===== config.mk =====
export PLATFORM = sky130hd
export DESIGN_NAME = motor_drive
export DESIGN_NICKNAME = d
export VERILOG_FILES = /design/src/rtl/motors_pkg.sv /design/src/rtl/pwm_gen.sv /design/src/rtl/motor_drive.sv
export SDC_FILE = /design/constraint.sdc
export NUM_CORES = 1
export LEC_CHECK = 0
export ABC_AREA = 1
export CORE_AREA = 2 2 96 98
export DETAILED_ROUTE_END_ITERATION = 10
export DIE_AREA = 0 0 98 100
export HOLD_SLACK_MARGIN = 0.12
export PLACE_DENSITY = 0.68
export SYNTH_ARGS = -nofsm -noshare
export SYNTH_HDL_FRONTEND = slang
export SYNTH_SLANG_ARGS = --single-unit

===== constraint.sdc =====
create_clock -name clkin -period 2.3 [get_ports clkin]
set_input_delay 0.46 -clock clkin [delete_from_list [all_inputs] [get_ports clkin]]
set_output_delay 0.46 -clock clkin [all_outputs]
set_load 0.05 [all_outputs]

===== src/rtl/motors_pkg.sv =====
// Shared motor-control definitions: one-hot direction codes and H-bridge pin patterns.
package motors_pkg;

  typedef enum logic [6:0] {
    DIR_FORWARD  = 7'b0000001,
    DIR_IDLE     = 7'b0000010,
    DIR_BACKWARD = 7'b0000100,
    DIR_LEFT     = 7'b0001000,
    DIR_RIGHT    = 7'b0010000,
    DIR_ACC      = 7'b0100000,
    DIR_DEC      = 7'b1000000
  } dir_e;

  // {ain1, ain2, bin1, bin2}
  localparam logic [3:0] PINS_FWD   = 4'b1010;
  localparam logic [3:0] PINS_BACK  = 4'b0101;
  localparam logic [3:0] PINS_LEFT  = 4'b0110;
  localparam logic [3:0] PINS_RIGHT = 4'b1001;
  localparam logic [3:0] PINS_COAST = 4'b0000;

  // Maps a direction to bridge pins; anything not one-hot coasts.
  function automatic logic [3:0] bridge_pins(input logic [6:0] dir);
    logic [3:0] pins;
    pins = PINS_COAST;
    case (dir)
      DIR_FORWARD, DIR_ACC, DIR_DEC: pins = PINS_FWD;
      DIR_BACKWARD:                  pins = PINS_BACK;
      DIR_LEFT:                      pins = PINS_LEFT;
      DIR_RIGHT:                     pins = PINS_RIGHT;
      default:                       pins = PINS_COAST;
    endcase
    return pins;
  endfunction

endpackage


===== src/rtl/pwm_gen.sv =====
// Free-running 8-bit PWM: output high while the counter is below duty.
module pwm_gen (
  input  logic       clkin,
  input  logic       reset_n,
  input  logic [7:0] duty,
  output logic       pwm
);

  logic [7:0] pwm_cnt;

  // Counter wraps every 256 cycles; compare result is registered.
  always_ff @(posedge clkin or negedge reset_n) begin
    if (!reset_n) begin
      pwm_cnt <= '0;
      pwm     <= 1'b0;
    end else begin
      pwm_cnt <= pwm_cnt + 8'd1;
      pwm     <= (pwm_cnt < duty);
    end
  end

endmodule


===== src/rtl/motor_drive.sv =====
// Motor drive datapath: dwell timer, ramp prescaler, duty register, H-bridge pins and PWM.
module motor_drive
  import motors_pkg::*;
#(
  parameter int unsigned DWELL_CYCLES = 100_000_000,
  parameter int unsigned RAMP_TICK    = 1_000_000,
  parameter int unsigned DUTY_STEP    = 16,
  parameter int unsigned TURN_DUTY    = 160
) (
  input  logic       clkin,
  input  logic       reset_n,
  input  logic [6:0] direction,
  input  logic       start_timer,
  input  logic       start_milli_timer,
  output logic       timer_expire,
  output logic       accelerated,
  output logic       decelerated,
  output logic [7:0] duty,
  output logic       pwm_a,
  output logic       pwm_b,
  output logic       ain1,
  output logic       ain2,
  output logic       bin1,
  output logic       bin2
);

  localparam int unsigned DW = (DWELL_CYCLES > 1) ? $clog2(DWELL_CYCLES) : 1;
  localparam int unsigned RW = (RAMP_TICK > 1) ? $clog2(RAMP_TICK) : 1;

  logic [DW-1:0] dwell_cnt;
  logic          dwell_run;
  logic [RW-1:0] ramp_cnt;
  logic          tick;
  logic [7:0]    duty_next;
  logic [9:0]    duty_sum;
  logic          pwm;

  // Dwell timer: a new start always reloads; expire pulses one cycle after hitting zero.
  always_ff @(posedge clkin or negedge reset_n) begin
    if (!reset_n) begin
      dwell_cnt    <= '0;
      dwell_run    <= 1'b0;
      timer_expire <= 1'b0;
    end else begin
      timer_expire <= 1'b0;
      if (start_timer) begin
        dwell_cnt <= DW'(DWELL_CYCLES - 1);
        dwell_run <= 1'b1;
      end else if (dwell_run) begin
        if (dwell_cnt == '0) begin
          timer_expire <= 1'b1;
          dwell_run    <= 1'b0;
        end else begin
          dwell_cnt <= dwell_cnt - DW'(1);
        end
      end
    end
  end

  // A restart cancels a tick that would have coincided with it, so the phase is set purely by the pulse.
  assign tick = !start_milli_timer && (ramp_cnt == RW'(RAMP_TICK - 1));

  // Ramp prescaler: wraps at RAMP_TICK, cleared by start_milli_timer.
  always_ff @(posedge clkin or negedge reset_n) begin
    if (!reset_n) begin
      ramp_cnt <= '0;
    end else if (start_milli_timer) begin
      ramp_cnt <= '0;
    end else if (ramp_cnt == RW'(RAMP_TICK - 1)) begin
      ramp_cnt <= '0;
    end else begin
      ramp_cnt <= ramp_cnt + RW'(1);
    end
  end

  // Duty update rule for the current direction, saturating ramps.
  always_comb begin
    duty_next = duty;
    duty_sum  = {2'b00, duty} + 10'(DUTY_STEP);
    case (direction)
      DIR_ACC: if (tick) duty_next = (duty_sum > 10'd255) ? 8'hFF : duty_sum[7:0];
      DIR_DEC: if (tick) duty_next = ({2'b00, duty} < 10'(DUTY_STEP)) ? '0 : duty - 8'(DUTY_STEP);
      DIR_FORWARD:                   duty_next = 8'hFF;
      DIR_LEFT, DIR_RIGHT, DIR_BACKWARD: duty_next = 8'(TURN_DUTY);
      default:                       duty_next = '0;
    endcase
  end

  // Duty and bridge pins are registered from the current direction.
  always_ff @(posedge clkin or negedge reset_n) begin
    if (!reset_n) begin
      duty                     <= '0;
      {ain1, ain2, bin1, bin2} <= '0;
    end else begin
      duty                     <= duty_next;
      {ain1, ain2, bin1, bin2} <= bridge_pins(direction);
    end
  end

  assign accelerated = (direction == DIR_ACC) && (duty == 8'hFF);
  assign decelerated = (direction == DIR_DEC) && (duty == 8'h00);

  pwm_gen u_pwm (
    .clkin   (clkin),
    .reset_n (reset_n),
    .duty    (duty),
    .pwm     (pwm)
  );

  assign pwm_a = pwm;
  assign pwm_b = pwm;

endmodule


==> Yosys cells after proc, flatten, opt, wreduce, memory -nomap -nowiden <==
Index checks and enable logic that the tools add are counted.
{ "classes": {"reduce_logical": 11, "order_cmp": 3, "eq_ne": 11, "addsub": 5, "muxes": 17} }
{ "op_table": {"columns": ["operator", "count"], "rows": [
  ["$mux 27", 3],
  ["$mux 20", 2],
  ["$mux 8", 4],
  ["$pmux 8 s4", 1],
  ["$logic_not 27->1", 1],
  ["$sub 27x1->27 const B", 1],
  ["$add 20x1->20 const B", 1],
  ["$eq 20x20->1 const B", 1],
  ["$pmux 4 s4", 1],
  ["$add 8x5->9 const B", 1],
  ["$gt 9x8->1 const B", 1],
  ["$add 8x1->8 const B", 1],
  ["$eq 8x8->1 const B", 1],
  ["$logic_not 8->1", 1],
  ["$lt 8x5->1 const B", 1],
  ["$lt 8x8->1", 1],
  ["$sub 8x5->8 const B", 1],
  ["$eq 7x1->1 const B", 1],
  ["$eq 7x3->1 const B", 1],
  ["$eq 7x4->1 const B", 1],
  ["$eq 7x5->1 const B", 1],
  ["$eq 7x6->1 const B", 1],
  ["$eq 7x7->1 const B", 1],
  ["$mux 1", 6],
  ["other kinds (6)", 12]
]} }
{ "word_totals": {"register_bits": 70, "output_inout_bits": 17, "elab_cells": 58, "input_bits": 11} }

==> Depth between registers and ports, before layout <==
Gate-level depths: netlist (run 1).
{ "logic_depth": {"ltp_word": 5, "mapped_depth": 13, "depth_no_buf": 13} }

==> Hierarchy <==
From an unflattened synthesis (run 1), not the netlist that was laid out.
{ "hier_totals": {"hier_cells": 598, "hier_area_um2": 4398.0} }
{ "modules_own_cells": {"columns": ["mod", "area_per_inst_um2", "instances", "seq_area_each_um2", "cells_per_inst"], "rows": [
  ["motor_drive", 3873.7, 1, 1451.4, 542],
  ["pwm_gen", 524.3, 1, 225.2, 56]
]} }

==> Worst setup path after synthesis (run 1) <==
Ideal clock, no wire load.
{ "synth_timing": {"path_kind": "reg-to-output", "from": "reg duty[5]", "to": "out accelerated", "path_slack_ns": -0.418, "required_time_ns": 1.840, "arrival_time_ns": 2.258, "path_stages_with_launch": 4, "path_cell_list": "dfrtp_1 -> ha_1 -> nand3_1 -> nor3_1"} }
{ "synth_via": {"elab_chain_cells": 2} }
{ "synth_lines": {"columns": ["item", "line", "source"], "rows": [
  ["start: declaration", "motor_drive.sv:18", "output logic [7:0] duty,"],
  ["start signal: assignment", "motor_drive.sv:95", "duty <= duty_next;"],
  ["$eq 8x8->1", "motor_drive.sv:100", "assign accelerated = (direction == DIR_ACC) && (duty == 8'hFF);"],
  ["$logic_and 1x1->1", "motor_drive.sv:100", null],
  ["end: declaration", "motor_drive.sv:16", "output logic accelerated,"]
]} }
No other way between the ends.

==> Worst setup path after layout (run 1) <==
{ "layout_timing": {"from": "in direction[3]", "to": "out accelerated"} }
{ "layout_via": {"elab_chain_cells": 2} }
{ "layout_lines": {"columns": ["item", "line", "source"], "rows": [
  ["start: declaration", "motor_drive.sv:12", "input logic [6:0] direction,"],
  ["$eq 7x6->1", "motor_drive.sv:100", null],
  ["$logic_and 1x1->1", "motor_drive.sv:100", null]
]} }
No other way between the ends.

==> results of run 1 <==
-- worst paths after layout --
check / end / slack (ns)
max: accelerated / 0.11
min: ramp_cnt[12] / 0.14
max reg2reg: dwell_cnt[17] / 0.42
min reg2reg: ramp_cnt[0] / 0.45
max in group asynchronous: duty[5] / 1.87
min in group clkin: ramp_cnt[0] / 0.45
-- worst max-delay path, cell delays in order --
cell	delay, ns
clkdlybuf4s50_1	0.44
nor2_1	0.17
nand2_2	0.12
nor2_2	0.11
inv_1	0.07
nor3_2	0.18
buf_12	0.17
-- power by group through the flow --
stage | Clock, mW | Sequential (mW) | Combinational, mW
5_1_grt | 1.04 | 1.24 | 0.417
3_5_place_dp | 0 | 1.26 | 0.377
3_3_place_gp | 0 | 1.26 | 0.369
4_1_cts | 0.993 | 1.23 | 0.379
2_1_floorplan | 0 | 1.31 | 0.189
6_report | 0.967 | 1.23 | 0.375
-- cell usage after synthesis (9+ instances only) --
cell	n	area, sq um
dfrtp_1	67	1677
ha_1	14	175.2
inv_1	65	244.0
nand2_1	162	608.1
nand3_1	55	275.3
nand4_1	15	93.84
nor2_1	88	330.3
nor3_1	10	50.05
o21ai_0	9	45.04
o21ai_2	11	96.34
xor2_1	20	175.2
-- area by class of cell --
cell class              count  area, sq um  area share
inverters                  68        257.7     0.05311
clock buffers               9        123.9     0.02552
clock inverters             7        68.82     0.01418
repair buffers             32        335.3     0.06909
well taps                 111        138.9     0.02862
flip-flops and latches     67         1678      0.3457
multi-input cells         437         2251      0.4638
-- state kept, by name (all words and copies together) (netlist names) --
name and cells:
dwell_cnt 27, ramp_cnt 20, u_pwm.pwm_cnt 8, duty 5
ain1 1, ain2 1, bin1 1, bin2 1
dwell_run 1, timer_expire 1, u_pwm.pwm 1
-- repair_timing --
item / CTS / global route
endpoints found under the setup margin: 0 / 1
setup buffers: 0 / 0
gates resized for setup: 0 / 3
-- cell usage in the layout, fill, tap and decap left out, types with 2 or more instances in the layout --
cell	count
nor3_2	2
o21ai_0	9
inv_1	65
dfrtp_1	66
and3_1	2
o21ai_1	7
xor2_1	20
nor2_1	87
xnor2_1	3
a21oi_1	7
clkinv_2	3
buf_4	4
nand3_1	55
buf_12	3
nor3_1	8
nor3b_1	4
nand4_1	15
o211ai_1	2
nand2_2	4
nand3b_1	2
nand2_1	161
ha_1	14
o21ai_2	11
clkinvlp_4	2
clkbuf_8	9
nand2_4	2
or2_2	2
clkdlybuf4s50_1	24
nor2_4	4
nor2_2	7
-- metal layers --
layer,share of wire,vias to the layer above
li1,-,1927
met1,0.47,1671
met2,0.48,67
met3,0.037,9
met4,0.013,0
met5,0,-
-- metrics by stage --
stage                     power [mW]  cell area (sq um)
after global placement         1.625               4654
after CTS                      2.605               4847
final                          2.576               4853
after global routing           2.692               4853
after detailed placement       1.633               4654
after floorplan                1.499               4282
-- cells by family (layout without fill, tap and decap cells) --
| family | count (synthesis) | after routing | synth area share |
|---|---|---|---|
| AOI/OAI and AO/OA | 41 | 41 | 0.06151 |
| xor gates and xnor gates | 23 | 23 | 0.04716 |
| adders and majority gates | 14 | 14 | 0.04101 |
| buffers and inverters | 80 | 116 | 0.08406 |
| DFF | 67 | 67 | 0.3925 |
| and+or+nand+nor | 359 | 359 | 0.3738 |
==> impl_metrics.py, run 1 <==
metrics = {
    "setup_path": {
        "worstPathRequired_ns": 1.84,
        "reg2reg_from": "dwell_cnt[0]",
        "worstSetupPathType": "in -> out",
        "start_kind": "input pin",
        "startpoint": "direction[3]",
        "end_kind": "primary output",
        "path_max_fanout": 5,
        "reg2reg_depth": 10,
        "crit_arrival_ns": 1.73,
    },
    "drt": {
        "vias": 3674,
        "detail-route-antenna-nets": 0,
        "wl_per_cell_um": 12.49,
        "routed_wl_mm": 9.127,
        "drcViolationCount": 0,
        "dr.pass1.iters": 5,
        "drt_iter0_drc": 213,
        "vias_per_cell": 5.026,
    },
    "power": {
        "p_sw_mw": 0.7470,
        "peakVddDrop_mv": 0.3137,
        "power_density_nw_per_um2": 530.9,
        "p_sw_frac": 0.2899,
        "seqPwrFrac": 0.479,
        "p_clk_frac": 0.375,
        "combPwrFrac": 0.145,
        "p_int_mw": 1.829,
        "p_leak_nw": 2.365,
    },
    "synthesis": {
        "synth-edff-count": 0,
        "synth_seq_cells": 67,
        "syn-cell-area_sq_um": 4272,
        "ys_warn_count": 0,
        "synthCells": 584,
        "synth_nets": 609,
        "syn_avg_cell_area_sq_um": 7.314,
        "ys_types": 40,
        "ys_seq_area_frac": 0.3925,
        "synthFlopType": "dfrtp_1",
        "synth-async-reset-ratio": 1.000,
    },
    "timing": {
        "rsz0062_at_grt": "false",
        "hold_ws_ns": 0.1367,
        "max_freq_ghz": 0.4565,
        "fin_skew_ns": 0.009236,
        "slew_viol_final": 0,
        "hold_viol": 0,
        "fin_crit_ns": 2.191,
        "worstMarginPinSlew_ns": 0.5427,
        "finalSetupViolCount": 0,
        "setup_tns_ns": 0,
        "post-route-period-util": 0.9525,
        "maxSlewHeadroom": 0.6360,
        "final.setup.worst_slack_ns": 0.1092,
    },
    "cts": {
        "clkSinkCount": 67,
        "path_clk_slew_ns": 0.08,
        "clkLatencyLatePin_ns": 0.34,
        "numCtsBuffers": 9,
        "cts_tree": "yes",
        "cts_hold_buf": 0,
        "cts-htree-levels": 3,
        "clockRootBuffer": "clkbuf_8",
        "cts_max_path_buffers": 2,
    },
    "die": {
        "initial_core_util": 0.4805,
        "fp-row-count": 35,
        "core_sq_um": 8890,
        "io_pins": 28,
        "die_h_um": 100,
        "dieArea_sq_um": 9800,
        "dieWidth_um": 98,
    },
    "global_routing": {
        "grt_pass1_vias": 3659,
        "grtUsageMet3": 0.04109,
        "grt_use_met2": 0.3435,
        "grt_overflow": 0,
        "grt.total_usage": 0.2012,
        "top_usage_layer": "met2",
        "antenna_found_initial": 0,
        "grt_pass1_wl_mm": 16.35,
        "grt_max_degree": 68,
        "grt_use_met1": 0.2584,
    },
    "finish": {
        "drive_gt1_frac": 0.09839,
        "final_util": 0.5460,
        "syn_to_final_growth_pct": 13.62,
        "fin_cells": 731,
        "nets": 640,
        "antenna_cells": 0,
        "fillers": 843,
    },
    "placed_design": {
        "dp_slack_ns": 0.05718,
        "place_hpwl_mm": 6.689,
        "dp_cells": 715,
        "globalplace.congestion": 0.9009,
        "portBuffers": 27,
    },
    "hold_path": {
        "hold_class": "in -> async",
    },
    "run": {
        "cap_violations": 0,
    },
    "outcome": {
        "outcome": "finished clean",
    },
}
Note: power is estimated with default switching activity, not from simulation.
==> run 2: changes to the inputs <==
--- a/config.mk
+++ b/config.mk
@@ -6,11 +6,10 @@
 export NUM_CORES = 1
 export LEC_CHECK = 0
 export ABC_AREA = 1
-export CORE_AREA = 2 2 96 98
+export CORE_AREA = 2 2 110 112
 export DETAILED_ROUTE_END_ITERATION = 10
-export DIE_AREA = 0 0 98 100
+export DIE_AREA = 0 0 112 114
 export HOLD_SLACK_MARGIN = 0.12
-export PLACE_DENSITY = 0.68
 export SYNTH_ARGS = -nofsm -noshare
 export SYNTH_HDL_FRONTEND = slang
 export SYNTH_SLANG_ARGS = --single-unit
==> run 2 against run 1 <==
Setup slack better by 0.012 ns. Clock power is 76% higher. Critical endpoint unchanged. Critical path depth did not move. Maximum frequency is 0.56% higher.
==> impl_metrics.py, run 2 (synthesis results as in run 1) <==
metrics = {
    "timing": {
        "fin_skew_ns": 0.007352,
        "fin_crit_ns": 2.179,
        "maxSlewHeadroom": 0.6518,
        "post-route-period-util": 0.9472,
        "hold_viol": 0,
        "slew_viol_final": 0,
        "max_freq_ghz": 0.4590,
        "setup_tns_ns": 0,
        "worstMarginPinSlew_ns": 0.5206,
        "finalSetupViolCount": 0,
        "final.setup.worst_slack_ns": 0.1214,
    },
    "setup_path": {
        "crit_slowest_cell": "clkdlybuf4s50_1",
        "worst_path_most_repeated_cell": "nor2_2",
        "slowest_delay_ns": 0.43,
        "path_cells": "clkdlybuf4s50_1 > nor2_2 > nand2_2 > nor2_2 > inv_1 > nor3_4 > buf_12",
        "path_max_fanout": 3,
        "reg2reg_from": "dwell_cnt[0]",
        "start_kind": "input pin",
        "end_kind": "primary output",
        "worstPathRequired_ns": 1.84,
        "worstSetupPathType": "in -> out",
        "crit_arrival_ns": 1.72,
        "r2r-end": "dwell_cnt[0]",
        "crit_family": "buffers and inverters",
        "reg2reg_depth": 10,
        "r2r_setup_slack_ns": 0.36,
        "critPathBufInv": 3,
    },
    "die": {
        "dieArea_sq_um": 12770,
        "io_pins": 28,
        "fp-row-count": 40,
        "core_sq_um": 11710,
        "dieWidth_um": 112,
        "initial_core_util": 0.3647,
        "die_h_um": 114,
    },
    "run": {
        "cap_violations": 0,
    },
    "drt": {
        "vias": 3762,
        "vias_per_cell": 4.860,
        "dr.pass1.iters": 4,
        "drcViolationCount": 0,
        "wl_per_cell_um": 12.44,
        "detail-route-antenna-nets": 0,
        "drt_iter0_drc": 178,
        "routed_wl_mm": 9.628,
    },
    "finish": {
        "drive_gt1_frac": 0.1085,
        "syn_to_final_growth_pct": 19.98,
        "final_cell_mix": "161 x nand2_1, 86 x nor2_1, 66 x dfrtp_1, 65 x inv_1, 55 x nand3_1",
        "regMostFlops": "dwell_cnt",
        "final_util": 0.4376,
        "nets": 647,
        "antenna_cells": 0,
        "largest_register_ffs": 27,
        "layout_commonest_cell": "nand2_1",
        "top_regs": "dwell_cnt x27, ramp_cnt x20, u_pwm.pwm_cnt x8",
    },
    "power": {
        "power_density_nw_per_um2": 648.3,
        "peakVddDrop_mv": 0.5132,
        "p_leak_nw": 2.486,
    },
    "cts": {
        "cts_max_path_buffers": 2,
        "path_clk_slew_ns": 0.05,
        "numCtsBuffers": 9,
        "cts_tree": "yes",
        "cts-htree-levels": 3,
        "clockRootBuffer": "clkbuf_16",
        "clkSinkCount": 67,
        "clkLatencyLatePin_ns": 0.33,
    },
    "placed_design": {
        "portBuffers": 27,
        "dp_slack_ns": 0.01145,
        "globalplace.congestion": 0.8872,
        "place_hpwl_mm": 7.156,
    },
    "global_routing": {
        "antenna_found_initial": 0,
        "grt_pass1_wl_mm": 16.44,
        "grt_overflow": 0,
        "grt.total_usage": 0.1589,
        "grt_pass1_vias": 3627,
        "grt_max_degree": 39,
    },
    "hold_path": {
        "worstHoldStart": "ramp_cnt[0]",
        "hold_class": "reg -> reg",
        "holdPathEnd": "ramp_cnt[0]",
        "hold_depth": 1,
    },
    "outcome": {
        "outcome": "finished clean",
    },
}
## run 2: cell types whose count changed in the layout (fill, tap and decap cells not counted), moves of 2 or more
cell,change
clkinv_2,-2
buf_4,+8
bufinv_16,+3
clkbuf_8,-9
clkbuf_16,+9
## run 2: worst max path at each step
stage	startpoint	end	slack [ns]	cells past startpoint
6_report	direction[1]	accelerated	0.12	7
3_3_place_gp	direction[1]	accelerated	0.12	7
4_1_cts	direction[3]	accelerated	0.04	7
5_1_grt	direction[1]	accelerated	-0.02	7
2_1_floorplan	duty[5]	accelerated	0.0003	3
3_5_place_dp	direction[1]	accelerated	0.01	7
## run 2: what timing repair did
action	CTS	global route
hold buffers	1	0
setup endpoints to repair	1	1
buffers inserted	0	0
hold endpoints to repair	19	0
cloned	0	0
pin swaps	0	0
resized for setup	1	4
## run 2: metrics by stage
stage	instance area (sq um)	hold slack, ns	std cells	power, mW
2_1_floorplan	4282	0.1644	584	1.499
3_3_place_gp	4735	0.4394	757	1.635
3_5_place_dp	4735	0.4516	757	1.640
4_1_cts	5112	0.4591	774	3.362
5_1_grt	5125	0.4766	774	3.453
6_report	5125	0.4551	774	3.323
## run 2: cell type report
cell class,instances,area [sq um]
timing repair buffer,39,380.4
fill,1192,6586
multi-input combinational,437,2260
clock inverter,7,140.1
inverter,68,257.7
sequential,67,1678
tap,147,183.9
clock buffer,9,225.2
## run 2: power by group
group	total, mW	switching [mW]	internal (mW)
Sequential	1.24	0.0328	1.21
Clock	1.70	0.537	1.17
Combinational	0.380	0.247	0.133
## run 2: layer usage
| layer | vias up | GRT usage | share of wire |
|---|---|---|---|
| met3 | 8 | 0.04942 | 0.042 |
| li1 | 1938 | - | - |
| met2 | 65 | 0.2707 | 0.47 |
| met4 | 0 | 0.03984 | 0.0095 |
| met1 | 1751 | 0.1978 | 0.47 |
| met5 | - | 0 | 0 |
